**src/rtl/hilo_forward_unit.sv**
```systemverilog
// HI/LO forwarding unit for the decode stage.
// Holds the architectural HI/LO registers, forwards the youngest in-flight
// HI/LO value from STAGES pipeline stages, and tracks a single outstanding
// multi-cycle multiply/divide, stalling decode on HI/LO access while the
// result is still pending.
module hilo_forward_unit #(
  parameter int WIDTH   = 32,
  parameter int STAGES  = 3,
  parameter int MAX_LAT = 40,
  parameter int CNT_W   = 32
) (
  input  logic                      clk,
  input  logic                      reset,
  input  logic [STAGES-1:0]         stage_valid_hi,
  input  logic [STAGES-1:0]         stage_valid_lo,
  input  logic [STAGES*WIDTH-1:0]   stage_hi,
  input  logic [STAGES*WIDTH-1:0]   stage_lo,
  input  logic                      wb_valid_hi,
  input  logic                      wb_valid_lo,
  input  logic [WIDTH-1:0]          wb_hi,
  input  logic [WIDTH-1:0]          wb_lo,
  input  logic                      md_start,
  input  logic                      md_done,
  input  logic [WIDTH-1:0]          md_hi,
  input  logic [WIDTH-1:0]          md_lo,
  input  logic                      md_flush,
  input  logic                      rd_req,
  input  logic                      wr_req,
  output logic [WIDTH-1:0]          vhi,
  output logic [WIDTH-1:0]          vlo,
  output logic                      stall,
  output logic                      md_busy,
  output logic                      md_timeout,
  output logic                      md_err,
  output logic [CNT_W-1:0]          stall_cnt
);

  localparam int LAT_W = $clog2(MAX_LAT + 1);
  localparam logic [LAT_W-1:0] LAT_MAX = LAT_W'(MAX_LAT);

  typedef enum logic {IDLE, BUSY} md_state_t;

  md_state_t        state_reg;
  logic [LAT_W-1:0] lat_cnt_reg;
  logic [WIDTH-1:0] hi_reg;
  logic [WIDTH-1:0] lo_reg;
  logic             md_timeout_reg;
  logic             md_err_reg;
  logic [CNT_W-1:0] stall_cnt_reg;

  // A completion only counts when an op is outstanding and not being flushed;
  // a flushed result is neither forwarded nor committed.
  logic md_ok;
  assign md_ok = (state_reg == BUSY) && md_done && !md_flush;

  // Youngest-first forwarding: walk from the oldest stage to the youngest so
  // the lowest valid index overrides, falling back to md, writeback, register.
  always_comb begin
    vhi = md_ok ? md_hi : (wb_valid_hi ? wb_hi : hi_reg);
    vlo = md_ok ? md_lo : (wb_valid_lo ? wb_lo : lo_reg);
    for (int i = STAGES - 1; i >= 0; i--) begin
      if (stage_valid_hi[i]) vhi = stage_hi[i*WIDTH +: WIDTH];
      if (stage_valid_lo[i]) vlo = stage_lo[i*WIDTH +: WIDTH];
    end
  end

  assign md_busy    = (state_reg == BUSY);
  assign stall      = md_busy && !(md_done && !md_flush) && (rd_req || wr_req);
  assign md_timeout = md_timeout_reg;
  assign md_err     = md_err_reg;
  assign stall_cnt  = stall_cnt_reg;

  // Architectural HI/LO commit; the md result beats a coincident writeback.
  always_ff @(posedge clk or posedge reset) begin
    if (reset) begin
      hi_reg <= '0;
      lo_reg <= '0;
    end else begin
      if (md_ok)            hi_reg <= md_hi;
      else if (wb_valid_hi) hi_reg <= wb_hi;
      if (md_ok)            lo_reg <= md_lo;
      else if (wb_valid_lo) lo_reg <= wb_lo;
    end
  end

  // Multi-cycle op tracker with latency watchdog and sticky error flags.
  always_ff @(posedge clk or posedge reset) begin
    if (reset) begin
      state_reg      <= IDLE;
      lat_cnt_reg    <= '0;
      md_timeout_reg <= 1'b0;
      md_err_reg     <= 1'b0;
    end else begin
      case (state_reg)
        IDLE: begin
          if (md_start && !md_flush) begin
            state_reg   <= BUSY;
            lat_cnt_reg <= '0;
          end
        end
        BUSY: begin
          if (md_flush) begin
            state_reg <= IDLE;
          end else if (md_done && md_start) begin
            lat_cnt_reg <= '0;
          end else if (md_done) begin
            state_reg <= IDLE;
          end else if (md_start) begin
            md_err_reg <= 1'b1;
          end else if (lat_cnt_reg != LAT_MAX) begin
            lat_cnt_reg <= lat_cnt_reg + 1'b1;
            if (lat_cnt_reg + 1'b1 == LAT_MAX) md_timeout_reg <= 1'b1;
          end
        end
        default: state_reg <= IDLE;
      endcase
    end
  end

  // Saturating count of cycles decode was held.
  always_ff @(posedge clk or posedge reset) begin
    if (reset) begin
      stall_cnt_reg <= '0;
    end else if (stall && (stall_cnt_reg != {CNT_W{1'b1}})) begin
      stall_cnt_reg <= stall_cnt_reg + 1'b1;
    end
  end

endmodule
```
**config.mk**
```make
export PLATFORM = sky130hd
export DESIGN_NAME = hilo_forward_unit
export DESIGN_NICKNAME = d
export VERILOG_FILES = /design/src/rtl/hilo_forward_unit.sv
export SDC_FILE = /design/constraint.sdc
export NUM_CORES = 1
export LEC_CHECK = 0
export BUFFER_PORTS_ARGS = -buffer_cell sky130_fd_sc_hd__buf_2
export CORE_AREA = 3 3 166 168
export DETAILED_ROUTE_END_ITERATION = 8
export DIE_AREA = 0 0 169 171
export PLACE_DENSITY = 0.6
export SETUP_SLACK_MARGIN = 0.3
export SLEW_MARGIN = 25
export SYNTH_ARGS = -nofsm -noshare
export SYNTH_HDL_FRONTEND = slang
export SYNTH_SLANG_ARGS = --single-unit
```
**constraint.sdc**
```tcl
create_clock -name clk -period 4.3 [get_ports clk]
set_clock_uncertainty 0.1 [all_clocks]
set_input_delay 0.43 -clock clk [delete_from_list [all_inputs] [get_ports clk]]
set_output_delay 0.43 -clock clk [all_outputs]
set_load 0.03 [all_outputs]
```
==> impl_metrics.ini, run 1 <==
[synthesis]
ys_seq_elements = 105
synth_top_area_share_pct = 36.0
synth_ff_type = dfrtp_1
ys_types = 44
synthesis.area_sq_um = 7310
ys_seq_area_share_pct = 36.0
synth-edff-count = 0
yosys.area.top_type = dfrtp_1
avgSynthCellArea_sq_um = 8.60
yosys_warnings = 0
synthesis.nets = 1189
async_reset_ff_share_pct = 100
netlist_instances = 850
synth_area_leaders = dfrtp_1 36%, a211oi_1 13%, mux2i_1 8.9%

[pwr]
cellLeakagePower_uw = 0.00487
ir_worst_vdd_v = 0.000265
power_uw = 2800
power.density_nw_per_um2 = 281

[critical_path]
cp_num_buf_inv = 3
critPathMaxFanout = 133
worstRegToRegCells = 6
reg2reg_slack_ns = 1.92
start_kind = flip-flop
startpoint = md_busy
critical-path-max-stage-delay_ns = 0.58
crit_path_frequent_cell = a211oi_1
crit_family = buffers and inverters
r2r_end = stall_cnt[5]
arrival_ns = 3.08
crit_required_ns = 3.77
crit_type = flip-flop to output port
crit_slowest_cell = buf_4
worstReg2RegStart = stall_cnt[0]
critPathCaptureType = output port
cp_cell_sequence = nand3b_1, buf_12, buf_4, nor2_1, a211oi_1, a211oi_1, o31ai_1, buf_2
endpoint = vhi[30]
path_depth = 8

[layout]
fin_util_pct = 38.3
area_delta_synth_final_pct = 36.6
fin_area_sq_um = 9980
layout_common_cells = 432 x buf_2, 129 x a211oi_1, 105 x dfrtp_1, 78 x nand2_1, 76 x nor2_1
layout-drive-gt1-share_pct = 38.3
final_common_cell = buf_2
fin_nets = 1567

[placed_design]
hpwlAfterDp_um = 21600
dpl_cell_area_sq_um = 9680
io_buffers = 434
place_worst_setup_slack_ns = 0.915
place_congestion = 0.863

[grt]
overflow = 0
grt_first_pass_wirelength_um = 40200
antenna_found_initial = 9
track_usage_pct = 17.3
grt_max_degree = 134
first_global_vias = 7335

[die]
num_rows = 59
die_area_sq_um = 28900
ios = 435
initial_core_util_pct = 28.0
fp.coreArea_sq_um = 26100
die_h_um = 171
die_x_um = 169

[clock_tree]
h-tree-depth = 3
cts_setup_buffers = 0
clk_pin_slew_ns = 0.08
clockBufferDepth = 2
cts_tree = done
cts_hold_buf = 0
clock_sinks = 105
cts-root-buf = clkbuf_16
clock_latency_ns = 0.36
post_cts_resize_count = 0
cts_buffers = 9

[run]
max_cap_viol_count = 0

[timing]
worst_slack_ns = 0.688
period_needed_ns = 3.61
max_freq_mhz = 277
setup_viol = 0
relSlewSlack_pct = 31.2
slew_viol_final = 0
grt_setup_unrepaired = false
finalCritPeriodShare_pct = 84.0
worst_slew_pin_slew_ns = 1.03
tns_ns = 0
hold_viol = 0

[drt]
drtPass1Iterations = 6
dr.first_iter.drc_count = 297
routed_wl_um = 27400
vias = 7897
drc = 0
drtAntennaViolNets = 0
vias_per_cell = 5.02
wl_per_cell_um = 17.4

[run_status]
outcome = finished clean

[hold_path]
hold_class = input pin to asynchronous set/reset pin
[Yosys cell counts, types with 2 or more instances]
master,n
nor2_1,76
buf_1,9
o21ai_0,3
buf_2,17
a211oi_1,129
nand2_1,78
mux2_2,2
nor2b_1,64
o31ai_1,65
and3_2,2
ha_1,4
dfrtp_1,105
nor4_1,2
nand2b_1,3
clkbuf_1,49
nor4_4,2
and4_1,7
inv_1,10
nand3_1,14
mux2i_1,65
and3_1,6
nor3_1,5
xnor2_1,21
nand4_1,11
xor2_1,10
a21oi_1,70
a21o_1,3
and2_2,2
[cell type report]
type | count | area (sq um)
Clock inverter | 6 | 51.3
Fill cell | 2751 | 16100
Timing Repair Buffer | 442 | 2260
Antenna cell | 6 | 15.0
Inverter | 10 | 40.0
Tap cell | 335 | 419
Multi-Input combinational cell | 660 | 4340
Clock buffer | 9 | 225
Sequential cell | 105 | 2630
[worst reg2reg max path: stages (launching register included)]
cell,delay (ns)
dfrtp_1,0.47
ha_1,0.22
nand3_1,0.18
nor4_4,0.42
a31oi_2,0.38
and3_2,0.36
xor2_1,0.14
[routing by layer]
metal  up-vias  routed length [um]  track usage [%]  share of wire [%]
met5         -                  30                0               0.11
met4         6                 404             5.05                1.5
met3        34                1980             4.30                7.2
met2       285               13700             29.4                 50
met1      3662               11300             21.9                 41
li1       3910                   -                -                  -
[kinds of logic (layout without fill, tap and decap cells)]
| logic type | count (synthesis) | count (layout) | share of synthesized area, % |
|---|---|---|---|
| adders and majority gates | 4 | 4 | 0.685 |
| buffers and inverters | 85 | 467 | 4.66 |
| other | 0 | 6 | 0 |
| DFF | 105 | 105 | 36.0 |
| AOI/OAI and AO/OA | 279 | 279 | 26.4 |
| and+or+nand+nor | 279 | 279 | 19.4 |
| xor gates and xnor gates | 31 | 31 | 3.72 |
| muxes | 67 | 67 | 9.21 |
[report_power, final]
part / internal, uW / leakage (uW) / total (uW) / switching (uW)
sequential: 1090 / 0.00129 / 1140 / 59.7
clock: 399 / 0.000126 / 801 / 402
combinational: 346 / 0.00346 / 854 / 509
[worst min path at each step]
stage | from | end | slack, ns | cells past startpoint
after floorplan | lat_cnt_reg[5] | lat_cnt_reg[5] | 0.39 | 1
after global placement | md_timeout | md_timeout | 0.35 | 1
after CTS | reset | stall_cnt[27] | 0.07 | 2
after detailed placement | md_err | md_err | 0.34 | 1
after global routing | reset | stall_cnt[27] | 0.08 | 2
final | reset | stall_cnt[27] | 0.04 | 2
[stage by stage]
step / hold slack, ns / cells
global route: 0.0778 / 1571
finish: 0.0404 / 1573
detailed placement: 0.341 / 1552
floorplan: 0.393 / 850
CTS: 0.0704 / 1567
global placement: 0.353 / 1551
(Power assumes the default switching activity.)
==> inputs of run 2 (changes only) <==
--- a/config.mk
+++ b/config.mk
@@ -9,7 +9,7 @@
 export CORE_AREA = 3 3 166 168
 export DETAILED_ROUTE_END_ITERATION = 8
 export DIE_AREA = 0 0 169 171
-export PLACE_DENSITY = 0.6
+export PLACE_DENSITY = 0.62
 export SETUP_SLACK_MARGIN = 0.3
 export SLEW_MARGIN = 25
 export SYNTH_ARGS = -nofsm -noshare
==> constraint.sdc (replaced) <==
create_clock -name clk -period 3.2 [get_ports clk]
set_clock_uncertainty 0.1 [all_clocks]
set_input_delay 0.32 -clock clk [delete_from_list [all_inputs] [get_ports clk]]
set_output_delay 0.32 -clock clk [all_outputs]
set_load 0.03 [all_outputs]
==> run 2 against run 1 <==
Compared with the run above: cell count rose by 0.89%; first-iteration DRC count up 15%; sequential power increased by 35%; worst setup slack worse by 0.25 ns; hold slack better by 0.074 ns; critical path depth rose by 1; non-clock buffer count up 16; clock power up 47%; final area is 3.0% higher; combinational power is 38% higher; flip-flop and latch count unchanged; critical path type unchanged; largest cell class unchanged; largest power group unchanged.
==> impl_metrics.ini, run 2 (synthesis results as in run 1) <==
[timing]
hold_viol = 0
slew_viol_final = 0
worst_slack_ns = 0.434
worst_slew_pin_slew_ns = 0.937
tns_ns = 0
relSlewSlack_pct = 37.6
period_needed_ns = 2.77
setup_viol = 0
grt_setup_unrepaired = true
max_freq_mhz = 362
finalCritPeriodShare_pct = 86.4

[pwr]
cellLeakagePower_uw = 0.00504
power_uw = 3900
ir_worst_vdd_v = 0.000230
power.density_nw_per_um2 = 379

[grt]
overflow = 0
antenna_found_initial = 8
first_global_vias = 7527
track_usage_pct = 17.8
grt_max_degree = 61
grt_first_pass_wirelength_um = 41200

[layout]
fin_area_sq_um = 10300
fin_util_pct = 39.4
layout_common_cells = 429 x buf_2, 129 x a211oi_1, 105 x dfrtp_1, 78 x nand2_1, 76 x nor2_1
seqCellArea_sq_um = 2630
fin_nets = 1583
layout-drive-gt1-share_pct = 39.2
multi_input_area_sq_um = 4340
area_delta_synth_final_pct = 40.6
fill_cells = 2732
final_common_cell = buf_2

[clock_tree]
h-tree-depth = 3
cts_buffers = 9
clock_sinks = 105
clockBufferDepth = 2
cts_tree = done
cts-root-buf = clkbuf_16
clk_pin_slew_ns = 0.09
clock_latency_ns = 0.36

[critical_path]
start_kind = flip-flop
arrival_ns = 2.35
cp_cell_sequence = nand3b_1, buf_12, buf_12, buf_16, nor2_1, a211oi_1, a211oi_1, o31ai_1, buf_4
critPathCaptureType = output port
critPathMaxFanout = 29
critical-path-max-stage-delay_ns = 0.41
crit_slowest_cell = dfrtp_1
crit_type = flip-flop to output port
crit_required_ns = 2.78

[drt]
drtPass1Iterations = 4
wl_per_cell_um = 17.6
drc = 0
vias_per_cell = 5.06
drtAntennaViolNets = 0
vias = 8027
dr.first_iter.drc_count = 343
routed_wl_um = 28000

[die]
die_h_um = 171
initial_core_util_pct = 28.0
ios = 435
die_x_um = 169
fp.coreArea_sq_um = 26100
num_rows = 59
die_area_sq_um = 28900

[run]
max_cap_viol_count = 0

[hold_path]
hold_class = input pin to flip-flop

[placed_design]
io_buffers = 434
dpl_cell_area_sq_um = 9800
place_congestion = 0.884
place_worst_setup_slack_ns = 0.595
hpwlAfterDp_um = 21900

[run_status]
outcome = finished clean
-- run 2: final cells by class --
cell class                      instances  share of cell area [%]
Inverter                               10                   0.402
Sequential cell                       105                    25.6
Tap cell                              335                    4.08
Clock buffer                            9                    2.19
Antenna cell                            3                  0.0731
Clock inverter                          7                   0.901
Timing Repair Buffer                  458                    24.5
Multi-Input combinational cell        660                    42.3
-- run 2: report_power, final --
group          switching (uW)  internal (uW)
Clock                     609            569
Combinational             691            488
Sequential               83.4           1460
Total                    1380           2510
-- run 2: final timing paths --
path	from	to	slack [ns]	depth (start not counted)
setup / recovery	md_busy	vhi[30]	0.43	9
hold / removal	md_hi[13]	hi_reg[13]	0.11	3
setup reg to reg	stall_cnt[0]	stall_cnt[5]	0.83	6
hold reg to reg	md_timeout	md_timeout	0.37	1
max in group asynchronous	reset	hi_reg[24]	1.72	4
min in group asynchronous	reset	stall_cnt[14]	0.54	3
-- run 2: metal layers --
layer | vias to the layer above | part of all wire, % | GRT usage, %
met5 | - | 0.29 | 0
met4 | 12 | 2.0 | 4.45
met3 | 43 | 8.3 | 5.36
met2 | 311 | 48 | 30.9
met1 | 3715 | 41 | 21.7
li1 | 3946 | - | -
-- run 2: critical path, delay by kind of cell, from the launching register on --
| family | cells | cell delay [ns] |
|---|---|---|
| AND/OR/NAND/NOR | 2 | 0.22 |
| AO/OA/AOI/OAI | 3 | 0.59 |
| flip-flops | 1 | 0.41 |
| buffers and inverters | 4 | 0.74 |
-- run 2: metrics by stage --
step | hold WS [ns] | cells
2_1_floorplan | 0.295 | 850
4_1_cts | 0.0948 | 1583
5_1_grt | 0.116 | 1585
3_5_place_dp | 0.358 | 1563
6_report | 0.115 | 1587
3_3_place_gp | 0.355 | 1563
-- run 2: what timing repair did --
action / CTS / global route
endpoints found under the hold margin: 24 / 0
pin swaps: 1 / 6
cloned: 2 / 1
resized for setup: 0 / 7
endpoints found under the setup margin: 2 / 15
setup buffers: 1 / 0
hold buffers: 1 / 0
==> inputs of run 3 (changes only) <==
--- a/config.mk
+++ b/config.mk
@@ -6,10 +6,10 @@
 export NUM_CORES = 1
 export LEC_CHECK = 0
 export BUFFER_PORTS_ARGS = -buffer_cell sky130_fd_sc_hd__buf_2
-export CORE_AREA = 3 3 166 168
+export CORE_AREA = 3 3 170 172
 export DETAILED_ROUTE_END_ITERATION = 8
-export DIE_AREA = 0 0 169 171
-export PLACE_DENSITY = 0.62
+export DIE_AREA = 0 0 173 175
+export PLACE_DENSITY = 0.58
 export SETUP_SLACK_MARGIN = 0.3
 export SLEW_MARGIN = 25
 export SYNTH_ARGS = -nofsm -noshare
==> constraint.sdc (replaced) <==
create_clock -name clk -period 3.55 [get_ports clk]
set_clock_uncertainty 0.1 [all_clocks]
set_input_delay 0.355 -clock clk [delete_from_list [all_inputs] [get_ports clk]]
set_output_delay 0.355 -clock clk [all_outputs]
set_load 0.03 [all_outputs]
==> run 3 against run 2 <==
Compared with the run above: flip-flop and latch count did not move; largest power group unchanged; via count fell by 0.55%; largest cell class unchanged; sequential power fell by 9.7%; final area fell by 1.4%; worst setup slack improved by 0.064 ns; non-clock buffer count fell by 12; combinational power fell by 10%; routed wire length rose by 3.2%; highest routed layer unchanged; global-route usage rose by 0.58 points.
==> impl_metrics.ini, run 3 (synthesis results as in run 1) <==
[grt]
first_global_vias = 7741
grt_max_degree = 71
overflow = 0
grt_first_pass_wirelength_um = 44200
track_usage_pct = 18.4
antenna_found_initial = 8

[clock_tree]
clock_sinks = 105
clk_pin_slew_ns = 0.09
cts-root-buf = clkbuf_16
cts_setup_buffers = 0
post_cts_resize_count = 0
clockBufferDepth = 2
cts_buffers = 9
clock_latency_ns = 0.35
cts_tree = done
cts_hold_buf = 0
h-tree-depth = 3

[timing]
period_needed_ns = 3.05
max_freq_mhz = 328
hold_viol = 0
grt_setup_unrepaired = false
setup_viol = 0
slew_viol_final = 0
finalCritPeriodShare_pct = 86.0
relSlewSlack_pct = 31.8
tns_ns = 0
worst_slew_pin_slew_ns = 1.02

[pwr]
ir_worst_vdd_v = 0.000443
power.density_nw_per_um2 = 343
power_uw = 3470
cellLeakagePower_uw = 0.00493

[layout]
fin_util_pct = 36.6
final_common_cell = buf_2
area_delta_synth_final_pct = 38.6
fin_area_sq_um = 10100
seqCellArea_sq_um = 2630
layout_common_cells = 432 x buf_2, 129 x a211oi_1, 105 x dfrtp_1, 78 x nand2_1, 76 x nor2_1
fill_cells = 2946
multi_input_area_sq_um = 4340
layout-drive-gt1-share_pct = 38.6
fin_nets = 1571
finalNonFillerCells = 1618

[die]
ios = 435
die_h_um = 175
die_area_sq_um = 30300
die_x_um = 173
num_rows = 61
fp.coreArea_sq_um = 27600
initial_core_util_pct = 26.4

[hold_path]
hold_class = input pin to asynchronous set/reset pin

[critical_path]
crit_required_ns = 3.09
critPathMaxFanout = 70
arrival_ns = 2.60
critPathCaptureType = output port
crit_type = flip-flop to output port
start_kind = flip-flop

[placed_design]
hpwlAfterDp_um = 22700
io_buffers = 434
dp.cells = 1598
dpl_cell_area_sq_um = 9800
place_congestion = 0.872

[drt]
wl_per_cell_um = 17.9
routed_wl_um = 28900
drtAntennaViolNets = 0
vias = 7983
dr.first_iter.drc_count = 335
drc = 0
vias_per_cell = 4.93
drtPass1Iterations = 5

[run]
max_cap_viol_count = 0

[run_status]
outcome = finished clean
run 3: changes by cell type in the layout (fill, tap and decap cells not counted), sizes merged:
cell / delta
buf: -8
bufbuf: -2
clkbuf: -1
clkinvlp: -1
dlygate4sd3: -1
inv: +1
run 3: final timing paths:
check | to | slack [ns] | depth (start not counted) | startpoint
max in group asynchronous | lo_reg[2] | 2.54 | 3 | reset
setup / recovery | vlo[30] | 0.50 | 8 | md_busy
min in group clk | md_busy | 0.14 | 2 | md_flush
hold reg to reg | md_err | 0.35 | 1 | md_err
setup reg to reg | stall_cnt[5] | 1.13 | 6 | stall_cnt[0]
hold / removal | hi_reg[5] | 0.06 | 2 | reset
run 3: cell type report:
cell class | count | area share [%]
clock inverter | 7 | 0.717
multi-input combinational | 660 | 42.8
tap | 378 | 4.67
timing repair buffer | 446 | 23.1
antenna | 3 | 0.0741
inverter | 10 | 0.395
sequential | 105 | 25.9
clock buffer | 9 | 2.22
run 3: routing by layer:
metal	wire length (um)	up-vias	GRT usage (%)	share of wire (%)
met5	27	-	0	0.093
met4	466	4	4.39	1.6
met3	1830	31	4.61	6.3
met2	14000	310	31.2	48
met1	12600	3725	23.5	44
li1	-	3913	-	-
run 3: critical path: stages, from the launching register on:
cell      delay [ns]
dfrtp_1         0.41
nand3b_1        0.16
buf_12          0.21
buf_12          0.28
nor2_1          0.10
a211oi_1        0.27
a211oi_1        0.13
o31ai_1         0.37
buf_2           0.28
run 3: through the flow:
step | worst slack [ns] | hold slack (ns)
floorplan | 0.334 | 0.330
global placement | 0.790 | 0.334
detailed placement | 0.770 | 0.340
CTS | 0.455 | 0.0855
global route | 0.302 | 0.128
finish | 0.498 | 0.0593
run 3: power breakdown:
group / total (uW) / switching [uW] / leakage (uW) / internal (uW)
registers: 1390 / 71.6 / 0.00129 / 1310
clock network: 1030 / 530 / 0.000143 / 499
logic: 1060 / 631 / 0.00350 / 425
